===== src/rtl/demux_dispatch_pkg.sv =====
// Shared types and helpers for the 1x4 dispatch controller.
// The channel scan lives here so the rr_pick_4 sub-module and later arbiters share one definition.
package demux_dispatch_pkg;

  localparam int unsigned NUM_CH = 4;

  typedef enum logic [0:0] {
    IDLE,
    HOLD
  } state_t;

  typedef logic [1:0] ch_idx_t;

  typedef struct packed {
    logic    found;
    ch_idx_t idx;
  } pick_t;

  // First set bit of mask at or above ptr, wrapping 3 -> 0.
  function automatic pick_t next_enabled(ch_idx_t ptr, logic [NUM_CH-1:0] mask);
    pick_t   res;
    ch_idx_t cand;
    res = '0;
    // Walk offsets from far to near so the nearest enabled channel is written last and wins.
    for (int i = NUM_CH - 1; i >= 0; i--) begin
      cand = ptr + ch_idx_t'(i);
      if (mask[cand]) begin
        res.found = 1'b1;
        res.idx   = cand;
      end
    end
    return res;
  endfunction

endpackage


===== src/rtl/demux_dispatch_1x4_rr_pick_4.sv =====
// Combinational enabled-channel scan from a starting pointer.
module rr_pick_4
  import demux_dispatch_pkg::*;
(
  input  logic [1:0] i_ptr,
  input  logic [3:0] i_mask,
  output logic [1:0] o_idx,
  output logic       o_found
);

  pick_t w_pick;

  always_comb begin
    w_pick  = next_enabled(i_ptr, i_mask);
    o_idx   = w_pick.idx;
    o_found = w_pick.found;
  end

endmodule


===== src/rtl/demux_dispatch_1x4.sv =====
// 1x4 valid/ready dispatcher: one holding register, addressed or round-robin routing,
// beats for disabled channels in addressed mode are dropped and counted.
module demux_dispatch_1x4
  import demux_dispatch_pkg::*;
#(
  parameter int unsigned DW     = 8,
  parameter int unsigned DROP_W = 8
) (
  input  logic                 i_clk,
  input  logic                 i_rst_n,
  input  logic                 i_rr_mode,
  input  logic [3:0]           i_ch_en,
  input  logic                 i_in_valid,
  output logic                 o_in_ready,
  input  logic [DW-1:0]        i_in_data,
  input  logic [1:0]           i_in_dest,
  output logic [3:0]           o_out_valid,
  input  logic [3:0]           i_out_ready,
  output logic [4*DW-1:0]      o_out_data,
  output logic [1:0]           o_rr_ptr,
  output logic [DROP_W-1:0]    o_drop_cnt
);

  state_t              r_state;
  state_t              w_state_nxt;
  ch_idx_t             r_dest;
  ch_idx_t             w_dest_nxt;
  logic [DW-1:0]       r_data;
  logic [DW-1:0]       w_data_nxt;
  ch_idx_t             r_rr_ptr;
  ch_idx_t             w_rr_ptr_nxt;
  logic [DROP_W-1:0]   r_drop_cnt;
  logic [DROP_W-1:0]   w_drop_cnt_nxt;

  logic [1:0]          w_pick_idx;
  logic                w_pick_found;
  logic                w_hs;
  logic                w_dest_ok;
  logic                w_accept;
  ch_idx_t             w_chosen;
  logic                w_chosen_en;

  rr_pick_4 u_rr_pick (
    .i_ptr   (r_rr_ptr),
    .i_mask  (i_ch_en),
    .o_idx   (w_pick_idx),
    .o_found (w_pick_found)
  );

  always_comb begin
    w_hs        = (r_state == HOLD) && i_out_ready[r_dest];
    w_dest_ok   = i_rr_mode ? w_pick_found : 1'b1;
    o_in_ready  = ((r_state == IDLE) || w_hs) && w_dest_ok;
    w_accept    = i_in_valid && o_in_ready;
    w_chosen    = i_rr_mode ? w_pick_idx : i_in_dest;
    w_chosen_en = i_ch_en[w_chosen];
  end

  always_comb begin
    w_state_nxt    = r_state;
    w_dest_nxt     = r_dest;
    w_data_nxt     = r_data;
    w_rr_ptr_nxt   = r_rr_ptr;
    w_drop_cnt_nxt = r_drop_cnt;

    if (w_hs) begin
      w_state_nxt = IDLE;
      w_data_nxt  = '0;
    end

    if (w_accept) begin
      if (w_chosen_en) begin
        w_state_nxt = HOLD;
        w_dest_nxt  = w_chosen;
        w_data_nxt  = i_in_data;
      end else if (r_drop_cnt != {DROP_W{1'b1}}) begin
        w_drop_cnt_nxt = r_drop_cnt + DROP_W'(1);
      end
      // Only round-robin picks advance the pointer; they are always to an enabled channel.
      if (i_rr_mode) begin
        w_rr_ptr_nxt = w_chosen + ch_idx_t'(1);
      end
    end
  end

  always_ff @(posedge i_clk or negedge i_rst_n) begin
    if (!i_rst_n) begin
      r_state    <= IDLE;
      r_dest     <= '0;
      r_data     <= '0;
      r_rr_ptr   <= '0;
      r_drop_cnt <= '0;
    end else begin
      r_state    <= w_state_nxt;
      r_dest     <= w_dest_nxt;
      r_data     <= w_data_nxt;
      r_rr_ptr   <= w_rr_ptr_nxt;
      r_drop_cnt <= w_drop_cnt_nxt;
    end
  end

  always_comb begin
    o_out_valid = '0;
    o_out_data  = '0;
    if (r_state == HOLD) begin
      for (int k = 0; k < NUM_CH; k++) begin
        if (ch_idx_t'(k) == r_dest) begin
          o_out_valid[k]          = 1'b1;
          o_out_data[k*DW +: DW]  = r_data;
        end
      end
    end
  end

  assign o_rr_ptr   = r_rr_ptr;
  assign o_drop_cnt = r_drop_cnt;

endmodule


===== config.mk =====
export PLATFORM = sky130hd
export DESIGN_NAME = demux_dispatch_1x4
export DESIGN_NICKNAME = d
export VERILOG_FILES = /design/src/rtl/demux_dispatch_pkg.sv /design/src/rtl/demux_dispatch_1x4_rr_pick_4.sv /design/src/rtl/demux_dispatch_1x4.sv
export SDC_FILE = /design/constraint.sdc
export NUM_CORES = 1
export LEC_CHECK = 0
export ABC_AREA = 1
export CAP_MARGIN = 15
export CORE_ASPECT_RATIO = 1.1
export CORE_MARGIN = 4
export CORE_UTILIZATION = 43
export DETAILED_ROUTE_END_ITERATION = 12
export GPL_TIMING_DRIVEN = 0
export PLACE_DENSITY = 0.81
export SETUP_SLACK_MARGIN = 0.3
export SYNTH_ARGS = -nofsm -noshare
export SYNTH_HDL_FRONTEND = slang
export SYNTH_SLANG_ARGS = --single-unit

===== constraint.sdc =====
create_clock -name i_clk -period 2.1 [get_ports i_clk]
set_input_delay 0.525 -clock i_clk [delete_from_list [all_inputs] [get_ports i_clk]]
set_output_delay 0.525 -clock i_clk [all_outputs]
set_load 0.03 [all_outputs]

**After elaboration in Yosys (flattened, before gate mapping)**

Cells that the tools add are included.

- ROM bits: 0
- Memory bits (writable): 0
- Input bits: 22
- Memories: 0
- Bits in registers: 21
- Bits in latches: 0

- Reductions and logical operators: 8
- Bitwise logic cells: 2
- Divide/modulo/power cells: 0
- Eq/ne operators: 4
- Multiplexer cells: 34
- Add/subtract/negate cells: 5
- Shifts and indexed selects: 0
- Multiply operators: 0
- Order comparisons: 6

Operators by type and width:

| operator | number |
|---|---|
| $mux 8 | 7 |
| $mux 32 | 1 |
| $lt 2x3->1 const B | 6 |
| $mux 1 | 14 |
| $bmux 1 s2 | 6 |
| $mux 3 | 4 |
| $add 8x1->8 const B | 1 |
| $ne 8x8->1 const B | 1 |
| $add 2x1->2 const B | 2 |
| $add 2x2->2 const B | 2 |
| $eq 2x2->1 const A | 2 |
| $mux 4 | 1 |
| $reduce_and 2->1 | 2 |
| $logic_and 1x1->1 | 3 |
| $reduce_and 3->1 | 1 |
| $eq 1x2->1 const A | 1 |
| $logic_not 2->1 | 1 |
| $mux 2 | 1 |
| $not 1->1 | 2 |
| $logic_or 1x1->1 | 1 |

**Logic depth before layout (Yosys ltp)**

- Depth in word-level cells: 12
- Mapped depth: 16

**Cells and area by module**

A second synthesis with hierarchy kept.

- Cell total of the unflattened synthesis: 244
- Area, all modules: 1600.3 µm²

Modules (own cells, without submodules):

| module | sequential area each (µm²) | times used | area an instance (µm²) | cells an instance |
|---|---|---|---|---|
| demux_dispatch_1x4 | 525.5 | 1 | 1407.6 | 202 |
| rr_pick_4 | 0.0 | 1 | 192.7 | 42 |

**Least setup slack after synthesis**

Ideal clock, no wire load.

- Path kind: register to output
- Start point: register r_dest[0]
- End point: output port o_out_data[16]
- Required time: 1575 ps
- Buffers on the path: 0
- Path slack: -68 ps
- Stages on the path, launching flop included: 6
- Arrival time: 1643 ps
- Cell sequence: dfrtp_1 > inv_1 > nand2_1 > nor2_1 > inv_1 > nor2_1

- Longest elaborated chain between the ends: 3

RTL lines:

| element | line | text |
|---|---|---|
| from (decl) | demux_dispatch_1x4.sv:26 | `ch_idx_t r_dest;` |
| from (signal assigned) | demux_dispatch_1x4.sv:95 | `r_dest <= w_dest_nxt;` |
| $eq 2x2->1 | demux_dispatch_1x4.sv:107 | `if (ch_idx_t'(k) == r_dest) begin` |
| $mux 8 | demux_dispatch_1x4.sv:107 |  |
| $mux 32 | demux_dispatch_1x4.sv:105 | `if (r_state == HOLD) begin` |
| to (decl) | demux_dispatch_1x4.sv:19 | `output logic [4*DW-1:0] o_out_data,` |

No other way between the ends.

**Final worst setup path**

- Start point: input port i_ch_en[3]
- End point: register r_data[1]

- Longest elaborated chain between the ends: 11
- Elaborated cells on any way between the ends: 20

RTL lines:

| element | line | text |
|---|---|---|
| from (decl) | demux_dispatch_1x4.sv:12 | `input logic [3:0] i_ch_en,` |
| $bmux 1 s2 | demux_dispatch_pkg.sv:27 | `if (mask[cand]) begin` |
| $mux 1 (not written as such) | demux_dispatch_pkg.sv:27 |  |
| $mux 3 (4 in series) | demux_dispatch_pkg.sv:27 |  |
| $mux 2 | demux_dispatch_1x4.sv:55 | `w_chosen = i_rr_mode ? w_pick_idx : i_in_dest;` |
| $bmux 1 s2 | demux_dispatch_1x4.sv:56 | `w_chosen_en = i_ch_en[w_chosen];` |
| $mux 1 (not written as such) | demux_dispatch_1x4.sv:56 |  |
| $mux 8 | demux_dispatch_1x4.sv:72 | `if (w_chosen_en) begin` |
| $mux 8 (*) | demux_dispatch_1x4.sv:71 | `if (w_accept) begin` |
| via w_data_nxt[1] | demux_dispatch_1x4.sv:29 | `logic [DW-1:0] w_data_nxt;` |
| to (signal assigned) | demux_dispatch_1x4.sv:96 | `r_data <= w_data_nxt;` |
| to (decl) | demux_dispatch_1x4.sv:28 | `logic [DW-1:0] r_data;` |

Mark *: on every way through the listed nets, which the timed path passes. The rest lies on a longest branch. The select of a mux whose other input is x is not followed.
A chain may end at the register's enable or synchronous reset.

==> flow_summary.yaml <==
placement:
  portBuffers: 68
  place.gp.congestion: 0.8802
  placedCellCount: 365
  placed_area_sq_um: 2470
  dp_slack_ns: -0.7017
  dpl.hpwl_microns: 3455
routing:
  drc: 0
  first_pass_iters: 5
  wl_per_cell_microns: 19.38
  final_antenna_net_count: 0
  drtIter0Drc: 168
  vias: 2287
  viasPerCell: 5.619
  wl_microns: 7888
global_routing:
  grt_pass1_wl_microns: 8790
  grt_max_degree: 22
  grt_use_total_pct: 22.85
  antenna_found_initial: 0
  grt_pass1_vias: 1953
  gr-total-overflow: 0
floorplan:
  initial_core_util_pct: 44.57
  rows: 23
  num_io_pins: 69
  core_sq_um: 3655
  dieArea_sq_um: 4838
  die_y_microns: 72.56
  die_w_microns: 66.69
clock_tree:
  clock_latency_ns: 0.26
  cts_tree: "done"
  clk_root_buffer_cell: "clkbuf_8"
  clock-sinks: 21
  hold_buffers: 0
  cts_max_path_buffers: 2
  h-tree-depth: 1
  clk_pin_slew_ns: 0.08
  cts_buffers: 3
logic_synthesis:
  synthTopCellsByCount: "65 x nand2_1, 50 x nor2_1, 30 x nand3_1"
  synth_edf_count: 0
  synth_top_flop_cell: "dfrtp_1"
  synth-seq-cells: 21
  synth_async_sr_flop_share_pct: 100.0
  yosys.area.top_type: "dfrtp_1"
  avgSynthCellArea_sq_um: 6.595
  yosysMostFrequentCell: "nand2_1"
  synth.top_cell.area_share_pct: 32.26
  synth_warnings: 0
  syn_nets: 270
  ys_seq_area_share_pct: 32.26
  netlist_top_cells_area: "dfrtp_1 32%, nand2_1 15%, nor2_1 12%"
  synth_area_sq_um: 1629
  syn_inst: 247
  synth_cell_types: 26
sta:
  layout_setup_ws_ns: -0.1318
  period_needed_ns: 2.232
  tightest_slew_ns: 0.9652
  worst_hold_slack_ns: 0.5239
  finClkSkew_ns: 0.006672
  hold_viol: 0
  slew_headroom_pct: 35.45
  rsz0062_at_grt: "yes"
  finalCritPeriodShare_pct: 106.3
  slew_violations: 0
  fmax_mhz: 448.1
  finalSetupViolations: 27
critical_path:
  cp.arrival_ns: 2.38
  criticalPathCategory: "primary input to flop"
  cp.required_ns: 2.24
  cp-end-kind: "flop"
  worst-path-max-fanout: 5
  critPathLaunchType: "primary input"
cells_and_area:
  drive_gt1_share_pct: 53.50
  nets: 381
  stdcell_area_sq_um: 3231
  final_cells: 407
  syn_to_final_growth_pct: 98.31
  fill_cells: 154
  n_antenna_cell: 0
pwr:
  p_leak_nw: 1.558
  ir_drop_v: 0.0009218
  power_density_nw_per_um2: 1394
run_status:
  outcome: "complete, but fails checks"
  violations: "setup timing"
job:
  max_cap_violations: 0
worst_hold_path:
  min_path_type: "flop to flop"
[logic make-up (layout without fill, tap and decap cells)]
family	Yosys count	in the layout	share of synthesized area (%)
and+or+nand+nor	172	174	48.85
buffers and inverters	34	142	8.755
DFF	21	21	32.26
AOI/OAI and AO/OA	13	13	6.145
xor gates and xnor gates	6	6	3.226
adders and majority gates	1	1	0.7679
[what timing repair did]
item,in CTS,in global routing
endpoints found under the hold margin,0,0
pin swaps,14,16
cloned,2,2
endpoints found under the setup margin,68,58
setup buffers,19,15
gates resized for setup,275,120
[worst max-delay path: stages]
cell and delay [ns]:
clkdlybuf4s15_1 0.24, inv_2 0.16, nand2_2 0.10, nand3_1 0.11
nand2_1 0.09, inv_2 0.09, nand2_2 0.07, nand2_2 0.09
nand3_4 0.12, nand2_4 0.15, nand2_4 0.06, nand3_4 0.10
nand3_4 0.09, buf_6 0.13, buf_8 0.12, nand2_2 0.05
nand2_1 0.07
[sequential cells by signal, indices dropped and copies added, names as in the netlist]
signal	count
o_drop_cnt	8
r_state	1
o_rr_ptr	2
r_dest	2
r_data	8
[cell usage in the layout (no fill, tap or decap), drive strengths merged, types with 4 or more instances in the layout]
master,n
inv,29
dlygate4sd2,15
xor2,4
nor2,50
buf,76
clkdlybuf4s50,12
dfrtp,21
nand3,39
o21ai,6
nand2,82
a21oi,4
clkbuf,7
[path summary, 6_finish.rpt]
| kind | slack, ns | end | cells after the start | start |
|---|---|---|---|---|
| worst max-delay path | -0.13 | r_data[1]$_DFF_PN0_ | 17 | i_ch_en[3] |
| worst min-delay path | 0.52 | o_drop_cnt[4]$_DFFE_PN0P_ | 2 | o_drop_cnt[4]$_DFFE_PN0P_ |
| worst max register to register | -0.10 | r_data[1]$_DFF_PN0_ | 15 | o_rr_ptr[0]$_DFFE_PN0P_ |
| worst min register to register | 0.52 | o_drop_cnt[4]$_DFFE_PN0P_ | 2 | o_drop_cnt[4]$_DFFE_PN0P_ |
| max in group asynchronous | 0.66 | o_rr_ptr[0]$_DFFE_PN0P_ | 1 | i_rst_n |
| min in group asynchronous | 0.79 | r_data[7]$_DFF_PN0_ | 1 | i_rst_n |
[per-stage QoR]
| stage | TNS (ns) | power (mW) | util [%] |
|---|---|---|---|
| floorplan | 0 | 2.200 | - |
| global placement | -10.12 | 2.766 | 67.58 |
| detailed placement | -10.90 | 2.801 | 67.58 |
| CTS | 0 | 3.566 | 76.41 |
| global route | -3.251 | 4.690 | 88.39 |
| finish | -1.815 | 4.504 | 88.39 |
[final cells by class]
| cell class | instances | area, sq um | share of cell area (%) |
|---|---|---|---|
| well taps | 50 | 62.56 | 1.936 |
| multi-input cells | 194 | 1400 | 43.34 |
| flip-flops and latches | 21 | 530.5 | 16.42 |
| plain buffers | 3 | 31.28 | 0.9682 |
| inverters | 31 | 126.4 | 3.912 |
| repair buffers | 104 | 1035 | 32.03 |
| clock buffers | 4 | 45.04 | 1.394 |
[power breakdown]
part | internal, mW | switching [mW]
logic | 1.37 | 2.15
clock network | 0.135 | 0.139
registers | 0.558 | 0.158
total | 2.06 | 2.45
[per-layer routing]
metal | part of all wire, % | global-route usage (%) | vias to the layer above
li1 | - | - | 998
met1 | 36 | 26.32 | 1077
met2 | 50 | 43.17 | 172
met3 | 9.3 | 3.715 | 40
met4 | 4.4 | 5.643 | 0
met5 | 0 | 0 | -
(Power assumes the default switching activity.)
==> variant 1, RTL diff (config.mk and constraints unchanged) <==
Change the parameter `DW` from 8 to 7.
--- a/src/rtl/demux_dispatch_1x4.sv
+++ b/src/rtl/demux_dispatch_1x4.sv
@@ -5,3 +5,3 @@
 #(
-  parameter int unsigned DW     = 8,
+  parameter int unsigned DW     = 7,
   parameter int unsigned DROP_W = 8
Ports: changed (resized i_in_data and o_out_data); port bits go from 69 to 64. The function was not compared with the original's and may differ.
==> variant 1 against the unedited design <==
Clock power decreased by 14%. Wire length up 2.6%. Total power is 0.98% higher. Sequential power down 3.1%. Setup slack worse by 100 ps. Non-clock buffer count is 17 lower. Clock skew is 7.8 ps higher. Sequential cell count fell by 1. Synthesized area fell by 4.0%. The run still ends with negative setup slack left. Synthesized cell count shrank 2.4%. Cell area decreased by 2.3%. Critical path depth fell by 1. Sequential share of layout area decreased by 0.40 points.
==> variant 1: results (changes against the unedited design) <==
- Status: complete, but fails checks (unchanged)
- Failing checks: negative setup slack (unchanged)
- Total GRT Usage: 0.233 (was 0.229)
- Max transition margin: 0.362 (was 0.355)
- DP Area: 2360 um^2 (was 2470 um^2)
- Root Driver: clkbuf_4 (was clkbuf_8)
- Seq. cell area: 505 um^2 (was 531 um^2)
- Setup violators final: 28 (was 27)
- Routed wire per std cell: 21.1 um (was 19.4 um)
- Post-synth net total: 263 (was 270)
- FILL cells: 118 (was 154)
- Reg2reg end: r_data[3] (was r_data[1])
- Worst clock skew: 14.4 ps (was 6.67 ps)
- Max rail drop VDD: 1.16 mV (was 0.922 mV)
- Skew-Pair Late Insertion Delay: 320 ps (was 260 ps)
- Netlist cell types: 27 (was 26)
- First-pass GRT wire length: 8760 um (was 8790 um)
- Detailed placer's ending HPWL: 3440 um (was 3460 um)
- Vias in the first global route: 1883 (was 1953)
- FF-to-FF path depth: 16 (was 15)
- CTS H-tree lvls: 1 (unchanged)
- Nets: 359 (was 381)
- Pre-CTS setup slack: -767 ps (was -702 ps)
- Commonest cells in the netlist: nand2_1, nor2_1, nand3_1 (unchanged)
- Largest net degree at the start of global routing: 21 (was 22)
- Reg clk slew, reported paths: 130 ps (was 80 ps)
- PortBufs: 63 (was 68)
- CP max FO: 6 (was 5)
- Clock buffer depth: 2 (unchanged)
- TritonRoute pass-1 iters: 7 (was 5)
- Share of layout cells above drive strength 1: 0.571 (was 0.535)
- Synth Flop Type: dfrtp_1 (unchanged)
- Sequential share of the synthesized area: 0.320 (was 0.323)
- Gp weighted congestion: 0.878 (was 0.880)
- Final Worst Setup Slack: -236 ps (was -132 ps)
- Final setup TNS: -4610 ps (was -1810 ps)
- Leak: 1.47 nW (was 1.56 nW)
- Top cells by area, synth: dfrtp_1, nand2_1, nor2_1 (unchanged)
- Worst R2R Setup Slack: -220 ps (was -100 ps)
- Post-DR vias/cell: 5.89 (was 5.62)
- CP Data Arrival Time: 2550 ps (was 2380 ps)
- Origin of the worst setup path: i_ch_en[2] (was i_ch_en[3])
- DRT iter0 DRCs: 137 (was 168)
==> variant 1: worst min-delay path by stage <==
stage	startpoint	to	slack, ps	cells after the start
3_3_place_gp	o_drop_cnt[4]	o_drop_cnt[4]	510	2
3_5_place_dp	o_drop_cnt[1]	o_drop_cnt[1]	520	2
5_1_grt	o_drop_cnt[3]	o_drop_cnt[3]	610	2
6_report	o_drop_cnt[7]	o_drop_cnt[7]	580	2
4_1_cts	o_drop_cnt[1]	o_drop_cnt[1]	550	2
2_1_floorplan	i_rst_n	o_drop_cnt[0]	230	0
==> variant 1: worst max-delay path, stage by stage <==
cell and delay, ps:
dlygate4sd2_1 340, inv_2 110, nand2_1 180, nand3_2 120, nand2_2 90, inv_1 70, nor2_4 90, nor2_2 50
nand2_2 110, nand3_4 150, nand2_8 180, nand2_4 80, nand3_4 130, nand3_4 140, nand2_2 90, nand2_1 80
==> variant 1: cell families (layout without fill, tap and decap cells) <==
| kind of cell | after synthesis | after routing | share of synthesized area |
|---|---|---|---|
| simple gates | 171 | 173 | 0.510 |
| buf+inv | 31 | 124 | 0.0792 |
| flops | 20 | 20 | 0.320 |
| compound gates | 12 | 12 | 0.0488 |
| xor+xnor | 6 | 6 | 0.0336 |
| fa+ha+maj | 1 | 1 | 0.00800 |
==> variant 1: metal layers <==
metal,vias up,GRT usage,routed length [um]
li1,957,-,-
met1,1068,0.274,3000
met2,189,0.439,3960
met3,46,0.0408,776
met4,0,0.0461,361
met5,-,0,0
==> variant 1: report_power, final <==
part / leakage, nW / switching, mW / internal [mW]
Clock: 0.0210 / 0.131 / 0.106
Sequential: 0.255 / 0.171 / 0.523
Combinational: 1.19 / 2.33 / 1.28
Total: 1.47 / 2.64 / 1.91
==> variant 1: what timing repair did <==
item,4_1_cts,5_1_grt
endpoints found under the setup margin,63,53
gates cloned,2,0
pin swaps,22,29
buffers inserted,14,12
gates resized for setup,289,105
==> variant 1: through the flow <==
step / hold slack, ps / power (mW) / std cells
after floorplan: 229 / 2.20 / 241
after global placement: 506 / 2.74 / 352
after detailed placement: 519 / 2.78 / 352
after CTS: 546 / 3.49 / 372
after global routing: 613 / 4.75 / 384
final: 575 / 4.55 / 384
==> variant 1: area by class of cell <==
cell class,count,share of cell area
plain buffers,1,0.00357
clock buffers,4,0.0115
inverters,30,0.0464
multi-input cells,192,0.482
flip-flops and latches,20,0.160
well taps,48,0.0190
repair buffers,89,0.278
==> variant 2, RTL diff (same settings) <==
Made on the original files. `r_data` no longer has a reset.
--- a/src/rtl/demux_dispatch_1x4.sv
+++ b/src/rtl/demux_dispatch_1x4.sv
@@ -89,3 +89,2 @@
       r_dest     <= '0;
-      r_data     <= '0;
       r_rr_ptr   <= '0;
@@ -95,3 +94,2 @@
       r_dest     <= w_dest_nxt;
-      r_data     <= w_data_nxt;
       r_rr_ptr   <= w_rr_ptr_nxt;
@@ -99,2 +97,6 @@
     end
+  end
+
+  always_ff @(posedge i_clk) begin
+    r_data <= w_data_nxt;
   end
Check against the original RTL: same outputs for any inputs over 10 cycles, from zero or initial values and one cycle with i_rst_n low; that may be too few to reach the edited logic, so the function may still have changed.
==> variant 2 against the unedited design <==
The flow now stops in 5_1_grt. Synthesized area shrank 2.5%.
==> variant 2: results (changes against the unedited design) <==
- Synth Instances: 247 (unchanged)
- CTS H-tree lvls: 1 (unchanged)
- Dpl cells: 363 (was 365)
- PortBufs: 68 (unchanged)
- Post-CTS Hold Buffers: 0 (unchanged)
- Clock buffer depth: 2 (unchanged)
- Root Driver: clkbuf_4 (was clkbuf_8)
- FFs w/ async S/R, synth: 0.619 (was 1.00)
- Detailed placer's ending HPWL: 3540 um (was 3460 um)
- Worst EP post-GRT repair: o_in_ready
- Post-synth net total: 270 (unchanged)
- Largest net degree at the start of global routing: 14
- Gp weighted congestion: 0.861 (was 0.880)
- Post-synthesis register bit count: 21 (unchanged)
- Placement row count: 22 (was 23)
- Commonest cells in the netlist: nand2_1, nor2_1, nand3_1 (unchanged)
- Netlist cell types: 27 (was 26)
- Tool error: [ERROR DPL-0038] Utilization greater than 100%, impossible to legalize
- Sequential share of the synthesized area: 0.306 (was 0.323)
- Total number of yosys warnings: 0 (unchanged)
- Halt Stage: 5_1_grt
- DP Area: 2430 um^2 (was 2470 um^2)
- Total CTS buffers: 3 (unchanged)
- Top cells by area, synth: dfrtp_1, nand2_1, nor2_1 (unchanged)
- Pre-CTS setup slack: -709 ps (was -702 ps)
- Status: aborted with a tool error (was complete, but fails checks)
- Worst endpoint type: primary output
[variant 2: changes by cell type after synthesis]
cell / unedited run / this run
dfrtp_1: 21 / 13
dfxtp_1: 0 / 8
[variant 2: cells by family after synthesis]
| logic type | count (synthesis) | synth area share |
|---|---|---|
| flip-flops | 21 | 0.306 |
| AO/OA/AOI/OAI | 13 | 0.0630 |
| buffers and inverters | 34 | 0.0898 |
| XOR/XNOR | 6 | 0.0331 |
| adder cells (fa/ha/maj) | 1 | 0.00787 |
| AND/OR/NAND/NOR | 172 | 0.501 |
[variant 2: what timing repair did]
item                       4_1_cts
gates resized for setup        322
setup buffers                   31
cloned                           3
pin swaps                       14
setup endpoints to repair       68
[variant 2: stage by stage]
step / setup TNS [ps] / hold slack (ps) / util
after floorplan: 0 / 229 / -
after global placement: -9850 / 482 / 0.705
after detailed placement: -11480 / 512 / 0.705
after CTS: 0 / 533 / 0.853
